$ cat config.mk
export PLATFORM = sky130hd
export DESIGN_NAME = vga_timing_gen
export DESIGN_NICKNAME = d
export VERILOG_FILES = /design/src/rtl/vga_timing_pkg.sv /design/src/rtl/wrap_counter.sv /design/src/rtl/vga_timing_gen.sv
export SDC_FILE = /design/constraint.sdc
export NUM_CORES = 1
export LEC_CHECK = 0
export CAP_MARGIN = 20
export CORE_MARGIN = 3
export CORE_UTILIZATION = 45
export DETAILED_ROUTE_END_ITERATION = 10
export PLACE_DENSITY = 0.85
export SYNTH_ARGS = -nofsm -noshare
export SYNTH_HDL_FRONTEND = slang
export SYNTH_HIERARCHICAL = 1
export SYNTH_SLANG_ARGS = --single-unit
$ cat constraint.sdc
create_clock -name vga_clk -period 2.82 [get_ports vga_clk]
set_input_delay 0.846 -clock vga_clk [delete_from_list [all_inputs] [get_ports vga_clk]]
set_output_delay 0.846 -clock vga_clk [all_outputs]
set_load 0.03 [all_outputs]
$ cat src/rtl/vga_timing_pkg.sv
// Shared VGA 640x480@60 timing defaults, derived totals/sync windows and the coordinate type.
package vga_timing_pkg;

  localparam int H_ACTIVE_DEF = 640;
  localparam int H_FP_DEF     = 16;
  localparam int H_SYNC_DEF   = 96;
  localparam int H_BP_DEF     = 48;
  localparam int V_ACTIVE_DEF = 480;
  localparam int V_FP_DEF     = 10;
  localparam int V_SYNC_DEF   = 2;
  localparam int V_BP_DEF     = 33;

  localparam int H_TOTAL_DEF = H_ACTIVE_DEF + H_FP_DEF + H_SYNC_DEF + H_BP_DEF;
  localparam int V_TOTAL_DEF = V_ACTIVE_DEF + V_FP_DEF + V_SYNC_DEF + V_BP_DEF;

  localparam int HS_START_DEF = H_ACTIVE_DEF + H_FP_DEF;
  localparam int HS_END_DEF   = HS_START_DEF + H_SYNC_DEF - 1;
  localparam int VS_START_DEF = V_ACTIVE_DEF + V_FP_DEF;
  localparam int VS_END_DEF   = VS_START_DEF + V_SYNC_DEF - 1;

  typedef logic [9:0] coord_t;

  function automatic logic in_window(input coord_t v, input int lo, input int hi);
    return (int'(v) >= lo) && (int'(v) <= hi);
  endfunction

endpackage

$ cat src/rtl/wrap_counter.sv
// Modulo-MOD up counter with enable; exposes next-state value and a wrap flag
// so downstream registers can align with the counter's new value.
module wrap_counter
  import vga_timing_pkg::*;
#(
  parameter int MOD = H_TOTAL_DEF
) (
  input  logic   vga_clk,
  input  logic   reset,
  input  logic   en,
  output coord_t count,
  output coord_t count_nxt,
  output logic   wrap
);

  assign wrap = en && (count == coord_t'(MOD - 1));

  always_comb begin
    count_nxt = count;
    if (wrap)
      count_nxt = '0;
    else if (en)
      count_nxt = count + coord_t'(1);
  end

  always_ff @(posedge vga_clk or posedge reset) begin
    if (reset)
      count <= '0;
    else
      count <= count_nxt;
  end

endmodule

$ cat src/rtl/vga_timing_gen.sv
// VGA raster timing: counters, active-low syncs, blank, line/frame strobes, frame counter.
// Define VGA_SYNC_DELAY_EN to delay hs/vs/blank one clock behind DrawX/DrawY.
module vga_timing_gen
  import vga_timing_pkg::*;
#(
  parameter int H_ACTIVE = H_ACTIVE_DEF,
  parameter int H_FP     = H_FP_DEF,
  parameter int H_SYNC   = H_SYNC_DEF,
  parameter int H_BP     = H_BP_DEF,
  parameter int V_ACTIVE = V_ACTIVE_DEF,
  parameter int V_FP     = V_FP_DEF,
  parameter int V_SYNC   = V_SYNC_DEF,
  parameter int V_BP     = V_BP_DEF
) (
  input  logic       vga_clk,
  input  logic       reset,
  output logic       hs,
  output logic       vs,
  output logic       blank,
  output logic       sync,
  output coord_t     DrawX,
  output coord_t     DrawY,
  output logic       line_start,
  output logic       frame_start,
  output logic [7:0] frame_count
);

  localparam int H_TOTAL  = H_ACTIVE + H_FP + H_SYNC + H_BP;
  localparam int V_TOTAL  = V_ACTIVE + V_FP + V_SYNC + V_BP;
  localparam int HS_START = H_ACTIVE + H_FP;
  localparam int HS_END   = HS_START + H_SYNC - 1;
  localparam int VS_START = V_ACTIVE + V_FP;
  localparam int VS_END   = VS_START + V_SYNC - 1;

  coord_t hc, vc, hc_nxt, vc_nxt;
  logic   h_wrap, v_wrap;
  logic   hs_q, vs_q, blank_q;

  wrap_counter #(.MOD(H_TOTAL)) u_hc (
    .vga_clk   (vga_clk),
    .reset     (reset),
    .en        (1'b1),
    .count     (hc),
    .count_nxt (hc_nxt),
    .wrap      (h_wrap)
  );

  wrap_counter #(.MOD(V_TOTAL)) u_vc (
    .vga_clk   (vga_clk),
    .reset     (reset),
    .en        (h_wrap),
    .count     (vc),
    .count_nxt (vc_nxt),
    .wrap      (v_wrap)
  );

  assign DrawX = hc;
  assign DrawY = vc;
  assign sync  = 1'b0;

  // Decoded from next-state counters so the registered flags line up with DrawX/DrawY.
  always_ff @(posedge vga_clk or posedge reset) begin
    if (reset) begin
      hs_q        <= 1'b1;
      vs_q        <= 1'b1;
      blank_q     <= 1'b0;
      line_start  <= 1'b0;
      frame_start <= 1'b0;
      frame_count <= '0;
    end else begin
      hs_q        <= !in_window(hc_nxt, HS_START, HS_END);
      vs_q        <= !in_window(vc_nxt, VS_START, VS_END);
      blank_q     <= (int'(hc_nxt) < H_ACTIVE) && (int'(vc_nxt) < V_ACTIVE);
      line_start  <= (hc_nxt == '0);
      frame_start <= (hc_nxt == '0) && (vc_nxt == '0);
      if (h_wrap && v_wrap)
        frame_count <= frame_count + 8'd1;
    end
  end

`ifdef VGA_SYNC_DELAY_EN
  logic hs_d, vs_d, blank_d;

  always_ff @(posedge vga_clk or posedge reset) begin
    if (reset) begin
      hs_d    <= 1'b1;
      vs_d    <= 1'b1;
      blank_d <= 1'b0;
    end else begin
      hs_d    <= hs_q;
      vs_d    <= vs_q;
      blank_d <= blank_q;
    end
  end

  assign hs    = hs_d;
  assign vs    = vs_d;
  assign blank = blank_d;
`else
  assign hs    = hs_q;
  assign vs    = vs_q;
  assign blank = blank_q;
`endif

endmodule

==> flow_metrics.tcl, run 1 <==
set metrics [dict create \
    worst_ep_required_time_ns 3.09 \
    combPwrFrac_pct 33.1 \
    synth-adder-area-share_pct 3.09 \
    area_growth_pct 28.8 \
    synth_compound_area_share_pct 4.02 \
    setup_violations 0 \
    switching_share_pct 37.4 \
    netlist.area_leader.share_pct 48.0 \
    rows 21 \
    clkTransAtPathRegs_ns 0.10 \
    nets 199 \
    postLayoutCoreUtil_pct 61.5 \
    pwr-share-seq_pct 46.8 \
    reg2reg_from "u_hc/count[5]$_DFF_PP0_" \
    min_path_cells 1 \
    drv_slew 0 \
    yosysTopAreaCell "dfrtp_1" \
    cts-root-buf "clkbuf_4" \
    hold_violations 0 \
    outcome "completed" \
    netlist_area_um2 1620 \
    pre_cts_slack_ns 0.234 \
    grt_antenna_before_repair 0 \
    synth_mux_area_share_pct 1.93 \
    ys_async_sr_fraction_pct 100 \
    synth_xor_area_share_pct 10.8 \
    netlist_top_cells_area "dfrtp_1, xnor2_1, xor2_1, nand2_1, nand4_1" \
    crit_fanout 8 \
    cts_tree "yes" \
    leakagePower_nw 0.930 \
    critPathKind "register to register" \
    p_clk_share_pct 20.1 \
    ys.flop_type "dfrtp_1" \
    synthCells 152 \
    overflow 0 \
    ys_seq_area_share_pct 51.2 \
    initialDrtViolationCount 72 \
    avgSynthCellArea_um2 10.6 \
    worst_ir_drop_vdd_mv 0.530 \
    fin_crit_sh_pct 92.6 \
    ys_warn_count 6 \
    place.gp.congestion 0.924 \
    final_cell_area_um2 2080 \
    post_drt_wl_per_cell_um 16.1 \
    postLayoutSetupSlackWorst_ns 0.210 \
    core_area_um2 3390 \
    groute.usage.overall_pct 19.9 \
    synth_cell_type_count 35 \
    holdCritStartpoint "frame_count[7]$_DFFE_PP0P_" \
    end_kind "register" \
    io_pins 36 \
    grt_pass1_wl_um 6580 \
    max_freq_ghz 0.383 \
    diodes 0 \
    synth_top_family_by_area "simple AND/OR/NAND/NOR gates" \
    grt_max_degree 14 \
    finalSetupTns_ns 0 \
    initial_core_util_pct 47.7 \
    critPathLaunchType "register" \
    viasPerCell 5.70 \
    finClkSkew_ns 0.0109 \
    ys_ff_latch 33 \
    grt_pass1_vias 1427 \
    synthSimpleGateAreaFrac_pct 25.6 \
    netSwitchingPower_mw 0.487 \
    cts_made_buffers 5 \
    worst_pin_slew_ns 0.537 \
    clockBufferDepth 2 \
    port_buffers 34 \
    hp-class "register to register" \
    drive_above_1_share_pct 9.84 \
    rsz0062_at_grt "no" \
    die_w_um 66.0 \
    die_h_um 66.0 \
    period_minus_slack_ns 2.61 \
    placed_cell_area_um2 2030 \
    crit_start "u_hc/count[5]$_DFF_PP0_" \
    drc 0 \
    p_int_mw 0.815 \
    cts.htree.levels 2 \
    cts_resized 0 \
    cts_setup_buffers 0 \
    clock_latency_ns 0.33 \
    dp_hpwl_um 2880 \
    syn-num-nets 158 \
    synth_edf_count 0 \
    routed-via-count 1363 \
    routed_wl_um 3840 \
    first_pass_iters 4 \
    fillerInstances 278 \
    dieArea_um2 4350 \
    max_cap_violations 0 \
    worstRegToRegCells 7 \
    critPathArrivalTime_ns 2.88 \
    powerDensity_nw_per_um2 625 \
    clock_sinks 33 \
    slew_headroom_pct 64.2 \
    ant_nets 0 \
]
stage by stage:
step	hold WS, ns	cells	total power, mW
floorplan	0.654	152	0.875
global placement	0.461	232	1.03
detailed placement	0.468	232	1.04
CTS	0.480	239	1.31
global route	0.530	239	1.38
finish	0.480	239	1.30
critical path, cell delays in order, from the launching register on:
cell and delay (ns):
dfrtp_1 0.47, or4b_4 0.60, nor3_4 0.25, nand4_1 0.25, nor3_1 0.29, xor2_1 0.15
nor4_1 0.33, and4_1 0.22
cells in the final DEF, fill, tap and decap left out, types with 2 or more instances in the layout:
| cell type | count |
|---|---|
| clkdlybuf4s50_1 | 34 |
| nand2_1 | 16 |
| clkbuf_4 | 5 |
| or3_1 | 2 |
| nor3_1 | 7 |
| or4_1 | 2 |
| ha_1 | 4 |
| xnor2_1 | 12 |
| o31ai_1 | 2 |
| nand3_1 | 5 |
| buf_4 | 3 |
| mux2i_1 | 2 |
| a21oi_1 | 2 |
| nor4_1 | 3 |
| nor2_1 | 12 |
| and3_1 | 3 |
| nand4_1 | 9 |
| dfstp_2 | 2 |
| nor3_4 | 2 |
| and4_1 | 4 |
| dfrtp_1 | 31 |
| xor2_1 | 8 |
| conb_1 | 2 |
| inv_1 | 7 |
logic make-up (layout without fill, tap and decap cells):
| family | count (synthesis) | count (layout) |
|---|---|---|
| other | 2 | 2 |
| AND/OR/NAND/NOR | 71 | 71 |
| AO/OA/AOI/OAI | 9 | 9 |
| adder cells (fa/ha/maj) | 4 | 4 |
| multiplexers | 3 | 3 |
| buffers and inverters | 10 | 51 |
| flip-flops | 33 | 33 |
| XOR/XNOR | 20 | 20 |
routing by layer:
metal	up-vias	share of wire, %	GRT usage [%]
met2	73	48	32.7
li1	620	-	-
met3	9	7.6	5.61
met4	0	1.9	9.14
met1	661	42	24.0
met5	-	0	0
sequential cells by signal, indices dropped and copies added (netlist names):
| register | flops |
|---|---|
| u_hc/count | 10 |
| vs | 1 |
| frame_start | 1 |
| blank | 1 |
| line_start | 1 |
| frame_count | 8 |
| hs | 1 |
| u_vc/count | 10 |
worst paths after layout:
path / slack (ns) / to
max: 0.21 / frame_start$_DFF_PP0_
min: 0.48 / frame_count[7]$_DFFE_PP0P_
max reg2reg: 0.21 / frame_start$_DFF_PP0_
min reg2reg: 0.48 / frame_count[7]$_DFFE_PP0P_
max in group asynchronous: 1.53 / vs$_DFF_PP1_
min in group asynchronous: 0.86 / u_hc/count[5]$_DFF_PP0_
power groups by stage:
stage               Combinational (mW)  Clock, mW  Sequential [mW]
global placement                 0.420          0            0.605
CTS                              0.431      0.269            0.606
finish                           0.432      0.261            0.610
detailed placement               0.427          0            0.613
global route                     0.468      0.294            0.620
floorplan                        0.179          0            0.696
cell type report:
type,count,area [µm²],share of cell area (%)
sequential,33,828,39.7
timing repair buffer,37,363,17.4
inverter,7,26.3,1.26
clock buffer,7,55.1,2.64
multi-input combinational,109,754,36.2
tap,46,57.6,2.76
repair_timing:
| action | 4_1_cts | 5_1_grt |
|---|---|---|
| hold buffers | 0 | 0 |
| setup endpoints to repair | 0 | 2 |
| endpoints found under the hold margin | 0 | 0 |
cells in the mapped netlist (3+ instances only):
master	number
xor2_1	8
and4_1	4
xnor2_1	12
nor3_1	8
nand2_1	16
nand4_1	9
nor2_1	12
inv_1	7
nor4_1	3
ha_1	4
dfrtp_1	31
and3_1	3
nand3_1	5
(Power assumes the default switching activity.)
==> inputs of run 2 (changes only) <==
- CTS_BUF_LIST: unset -> sky130_fd_sc_hd__clkbuf_16
==> run 2 against run 1 <==
Effect of this change:
- routed wire length is 0.29% higher
- final cell count stayed put
- cell area is 3.7% higher
- non-clock buffer count stayed put
- sequential power hardly changed
- total power is 17% higher
- critical path type unchanged
- combinational power hardly changed
- largest power group unchanged
- count of clock-buffer cells in the layout is 2 lower
- sequential share of layout area is 1.4 points lower
==> flow_metrics.tcl, run 2 (same netlist as run 1, synthesis figures left out) <==
set metrics [dict create \
    reg.largest.list "u_hc/count (10), u_vc/count (10), frame_count (8)" \
    finClkSkew_ns 0.00544 \
    setup_violations 0 \
    dieArea_um2 4350 \
    fin_crit_sh_pct 91.9 \
    slowest_delay_ns 0.60 \
    cts_setup_buffers 0 \
    rows 21 \
    grt_antenna_before_repair 0 \
    drv_slew 0 \
    drive_above_1_share_pct 9.33 \
    hp-class "register to register" \
    routed-via-count 1337 \
    grt_pass1_vias 1417 \
    leakagePower_nw 0.967 \
    finalSetupTns_ns 0 \
    final_common_cell "clkdlybuf4s50_1" \
    nets 199 \
    overflow 0 \
    clock_sinks 33 \
    first_pass_iters 4 \
    die_w_um 66.0 \
    critPathLaunchType "register" \
    cts_tree "yes" \
    hold_violations 0 \
    io_pins 36 \
    final_cell_area_um2 2160 \
    cts-root-buf "clkbuf_16" \
    clockBufferDepth 2 \
    critPathKind "register to register" \
    drc 0 \
    cp_num_cells 7 \
    fillerInstances 267 \
    crit_top_cell "nor3_4" \
    core_area_um2 3390 \
    placed_cell_area_um2 2030 \
    initial_core_util_pct 47.7 \
    die_h_um 66.0 \
    place.gp.congestion 0.924 \
    period_minus_slack_ns 2.59 \
    slew_headroom_pct 64.6 \
    min_path_cells 1 \
    cp_top_family "simple AND/OR/NAND/NOR gates" \
    max_freq_ghz 0.386 \
    initialDrtViolationCount 114 \
    final_cell_mix "clkdlybuf4s50_1, dfrtp_1, nand2_1" \
    cts_made_buffers 5 \
    outcome "completed" \
    area_growth_pct 33.6 \
    rsz0062_at_grt "no" \
    max_cap_violations 0 \
    cts.htree.levels 2 \
    p_total_mw 1.53 \
    worst_ir_drop_vdd_mv 0.529 \
    post_drt_wl_per_cell_um 16.1 \
    worst_ep_required_time_ns 2.97 \
    hold_buffers 0 \
    dp_hpwl_um 2880 \
    groute.usage.overall_pct 20.6 \
    worst_pin_slew_ns 0.530 \
    grt_pass1_wl_um 6710 \
    crit_fanout 10 \
    critical_path_buf_inv_count 0 \
    worstRegToRegCells 7 \
    port_buffers 34 \
    viasPerCell 5.59 \
    routed_wl_um 3850 \
    cts_resized 0 \
    end_kind "register" \
    critPathArrivalTime_ns 2.74 \
    clock_latency_ns 0.27 \
    crit_chain "or4b_4 -> nor3_4 -> nand3_1 -> nor3_4 -> and4_1 -> nand4_1 -> xnor2_1" \
    clkTransAtPathRegs_ns 0.05 \
    diodes 0 \
    grt_max_degree 14 \
    cpMaxStageDelayCell "or4b_4" \
    powerDensity_nw_per_um2 707 \
    ant_nets 0 \
]
==> run 2: cell count changes in the layout (fill, tap and decap cells not counted), sizes merged <==
cell	previous run	this run
clkbuf	7	5
clkinv	0	1
inv	7	8
==> run 2: power breakdown <==
| group | total (mW) | leakage (nW) | internal [mW] | switching (mW) |
|---|---|---|---|---|
| Combinational | 0.431 | 0.476 | 0.174 | 0.257 |
| Clock | 0.488 | 0.0685 | 0.314 | 0.174 |
| Sequential | 0.611 | 0.423 | 0.526 | 0.0853 |
| Total | 1.53 | 0.967 | 1.01 | 0.516 |
==> run 2: worst paths after layout <==
| check | start | to | slack, ns |
|---|---|---|---|
| worst max-delay path | u_hc/count[5]$_DFF_PP0_ | frame_count[6]$_DFFE_PP0P_ | 0.23 |
| worst max register to register | u_hc/count[5]$_DFF_PP0_ | frame_count[6]$_DFFE_PP0P_ | 0.23 |
| max in group asynchronous | reset | vs$_DFF_PP1_ | 1.46 |
| min in group asynchronous | reset | u_hc/count[5]$_DFF_PP0_ | 0.93 |
| worst min-delay path | frame_count[7]$_DFFE_PP0P_ | frame_count[7]$_DFFE_PP0P_ | 0.48 |
| worst min register to register | frame_count[7]$_DFFE_PP0P_ | frame_count[7]$_DFFE_PP0P_ | 0.48 |
==> run 2: layer usage <==
| layer | share of wire (%) | vias to the layer above | GRT usage, % |
|---|---|---|---|
| met2 | 48 | 66 | 32.7 |
| met3 | 5.9 | 11 | 5.44 |
| met5 | 0 | - | 0 |
| met4 | 3.1 | 0 | 12.4 |
| li1 | - | 617 | - |
| met1 | 43 | 643 | 24.9 |
==> run 2: layout make-up <==
cell class / count / area, µm² / area share, %
multi-input cells: 109 / 754 / 34.9
clock inverters: 2 / 7.51 / 0.347
inverters: 7 / 26.3 / 1.22
flip-flops and latches: 33 / 828 / 38.3
repair buffers: 37 / 363 / 16.8
clock buffers: 5 / 125 / 5.79
well taps: 46 / 57.6 / 2.66
==> run 2: through the flow <==
stage / util (%) / setup slack, ns / instances / hold slack [ns]
3_5_place_dp: 59.9 / 0.234 / 232 / 0.468
3_3_place_gp: 59.9 / 0.359 / 232 / 0.461
4_1_cts: 63.8 / 0.186 / 239 / 0.475
2_1_floorplan: - / 0.0555 / 152 / 0.654
5_1_grt: 63.8 / 0.0357 / 239 / 0.524
6_report: 63.8 / 0.228 / 239 / 0.476
==> inputs of run 3 (changes only) <==
- ABC_CLOCK_PERIOD_IN_PS: unset -> 2800
- CORE_UTILIZATION: 45 -> 49
- PLACE_DENSITY: 0.85 -> 0.88
- SLEW_MARGIN: unset -> 20
- clock period: 2.82 -> 2.8 ns (I/O delays scaled with it)
==> run 3 against run 2 <==
Effect of this change:
- clock skew barely moved
- register-to-register slack got worse by 0.16 ns
- combinational power rose by 0.9%
- largest power group is now clock
- setup slack got worse by 0.16 ns
- critical endpoint is now frame_start$_DFF_PP0_
- highest routed layer unchanged
==> flow_metrics.tcl, run 3 (same netlist as run 1, synthesis figures left out) <==
set metrics [dict create \
    finalSetupTns_ns 0 \
    max_freq_ghz 0.366 \
    grt_antenna_before_repair 0 \
    final_cell_mix "clkdlybuf4s50_1, dfrtp_1, nand2_1" \
    die_h_um 63.5 \
    nets 199 \
    groute.usage.overall_pct 20.8 \
    reg.largest.list "u_hc/count (10), u_vc/count (10), frame_count (8)" \
    clock_latency_ns 0.28 \
    routed-via-count 1324 \
    fin_cells 238 \
    die_w_um 63.5 \
    dp_hpwl_um 2790 \
    diodes 0 \
    grt_max_degree 14 \
    clockBufferDepth 2 \
    cts_made_buffers 5 \
    grt_use_met2_pct 31.7 \
    grtUsageMet1_pct 26.8 \
    rows 20 \
    drc 0 \
    final_cell_area_um2 2210 \
    worst_ir_drop_vdd_mv 0.687 \
    initialDrtViolationCount 41 \
    worst_ep_required_time_ns 2.97 \
    cts.htree.levels 2 \
    critPathKind "register to register" \
    crit_chain "or4b_4 -> nor3_4 -> nand4_4 -> or4_4 -> a21oi_2 -> nor3_2 -> and4_1" \
    cp_top_family "simple AND/OR/NAND/NOR gates" \
    grt.busiest_layer "met2" \
    critPathLaunchType "register" \
    core_area_um2 3100 \
    hp-class "register to register" \
    setup_violations 0 \
    cts-root-buf "clkbuf_16" \
    powerDensity_nw_per_um2 756 \
    ant_nets 0 \
    grt_pass1_wl_um 6330 \
    dpl.cell_count 229 \
    clock_sinks 33 \
    dieArea_um2 4030 \
    gr-usage-met3_pct 8.38 \
    drv_slew 0 \
    worst_pin_slew_ns 0.520 \
    slew_headroom_pct 65.3 \
    slowest_delay_ns 0.60 \
    final_common_cell "clkdlybuf4s50_1" \
    outcome "completed" \
    placed_cell_area_um2 2020 \
    clkTransAtPathRegs_ns 0.05 \
    place.gp.congestion 0.933 \
    max_cap_violations 0 \
    overflow 0 \
    grt_pass1_vias 1325 \
    period_minus_slack_ns 2.73 \
    multi_input_area_um2 764 \
    initial_core_util_pct 52.1 \
    critical_path_buf_inv_count 0 \
    first_pass_iters 4 \
    drive_above_1_share_pct 11.9 \
    crit_fanout 8 \
    fillerInstances 228 \
    area_growth_pct 36.5 \
    finClkSkew_ns 0.00522 \
    critPathArrivalTime_ns 2.90 \
    io_pins 36 \
    leakagePower_nw 0.980 \
    hold_violations 0 \
    port_buffers 34 \
    cpMaxStageDelayCell "or4b_4" \
    cts_tree "yes" \
    post_drt_wl_per_cell_um 16.1 \
    fin_crit_sh_pct 97.6 \
    postLayoutCoreUtil_pct 71.2 \
    viasPerCell 5.56 \
    routed_wl_um 3840 \
    end_kind "register" \
    regArea_um2 828 \
]
-- run 3: where the power goes --
| part | switching, mW | internal (mW) |
|---|---|---|
| Combinational | 0.262 | 0.173 |
| Sequential | 0.0832 | 0.529 |
| Clock | 0.202 | 0.420 |
-- run 3: final timing paths --
kind / end / from / cells past startpoint / slack, ns
worst max-delay path: frame_start$_DFF_PP0_ / u_hc/count[5]$_DFF_PP0_ / 7 / 0.07
worst min-delay path: frame_count[7]$_DFFE_PP0P_ / frame_count[7]$_DFFE_PP0P_ / 1 / 0.49
worst max register to register: frame_start$_DFF_PP0_ / u_hc/count[5]$_DFF_PP0_ / 7 / 0.07
worst min register to register: frame_count[7]$_DFFE_PP0P_ / frame_count[7]$_DFFE_PP0P_ / 1 / 0.49
max in group asynchronous: hs$_DFF_PP1_ / reset / 2 / 1.49
min in group asynchronous: u_hc/count[9]$_DFF_PP0_ / reset / 2 / 0.88
-- run 3: timing repair --
action	in CTS	in global routing
hold buffers	0	0
buffers inserted	0	1
gates resized for setup	0	2
endpoints found under the setup margin	0	2
-- run 3: layout make-up --
class / instances / area share (%)
Multi-Input combinational cell: 109 / 34.6
Sequential cell: 33 / 37.5
Clock inverter: 3 / 2.10
Clock buffer: 5 / 5.67
Inverter: 7 / 1.19
Tap cell: 44 / 2.49
Timing Repair Buffer: 37 / 16.4
-- run 3: stage by stage --
| stage | hold WS [ns] | worst slack (ns) | power [mW] |
|---|---|---|---|
| final | 0.493 | 0.0685 | 1.67 |
| after global routing | 0.518 | -0.0236 | 1.74 |
| after CTS | 0.497 | 0.182 | 1.68 |
| after detailed placement | 0.486 | 0.191 | 1.04 |
| after global placement | 0.465 | 0.283 | 1.03 |
| after floorplan | 0.654 | 0.0355 | 0.882 |
-- run 3: worst reg2reg max path, delay by kind of cell, from the launching register on --
family           cells  cell delay, ns
flip-flops           1            0.46
AO/OA/AOI/OAI        1            0.24
AND/OR/NAND/NOR      6            1.93
-- run 3: routing by layer --
| layer | vias up | part of all wire (%) |
|---|---|---|
| met5 | - | 0 |
| met4 | 0 | 1.1 |
| met3 | 5 | 6.5 |
| met2 | 42 | 50 |
| met1 | 657 | 42 |
| li1 | 620 | - |
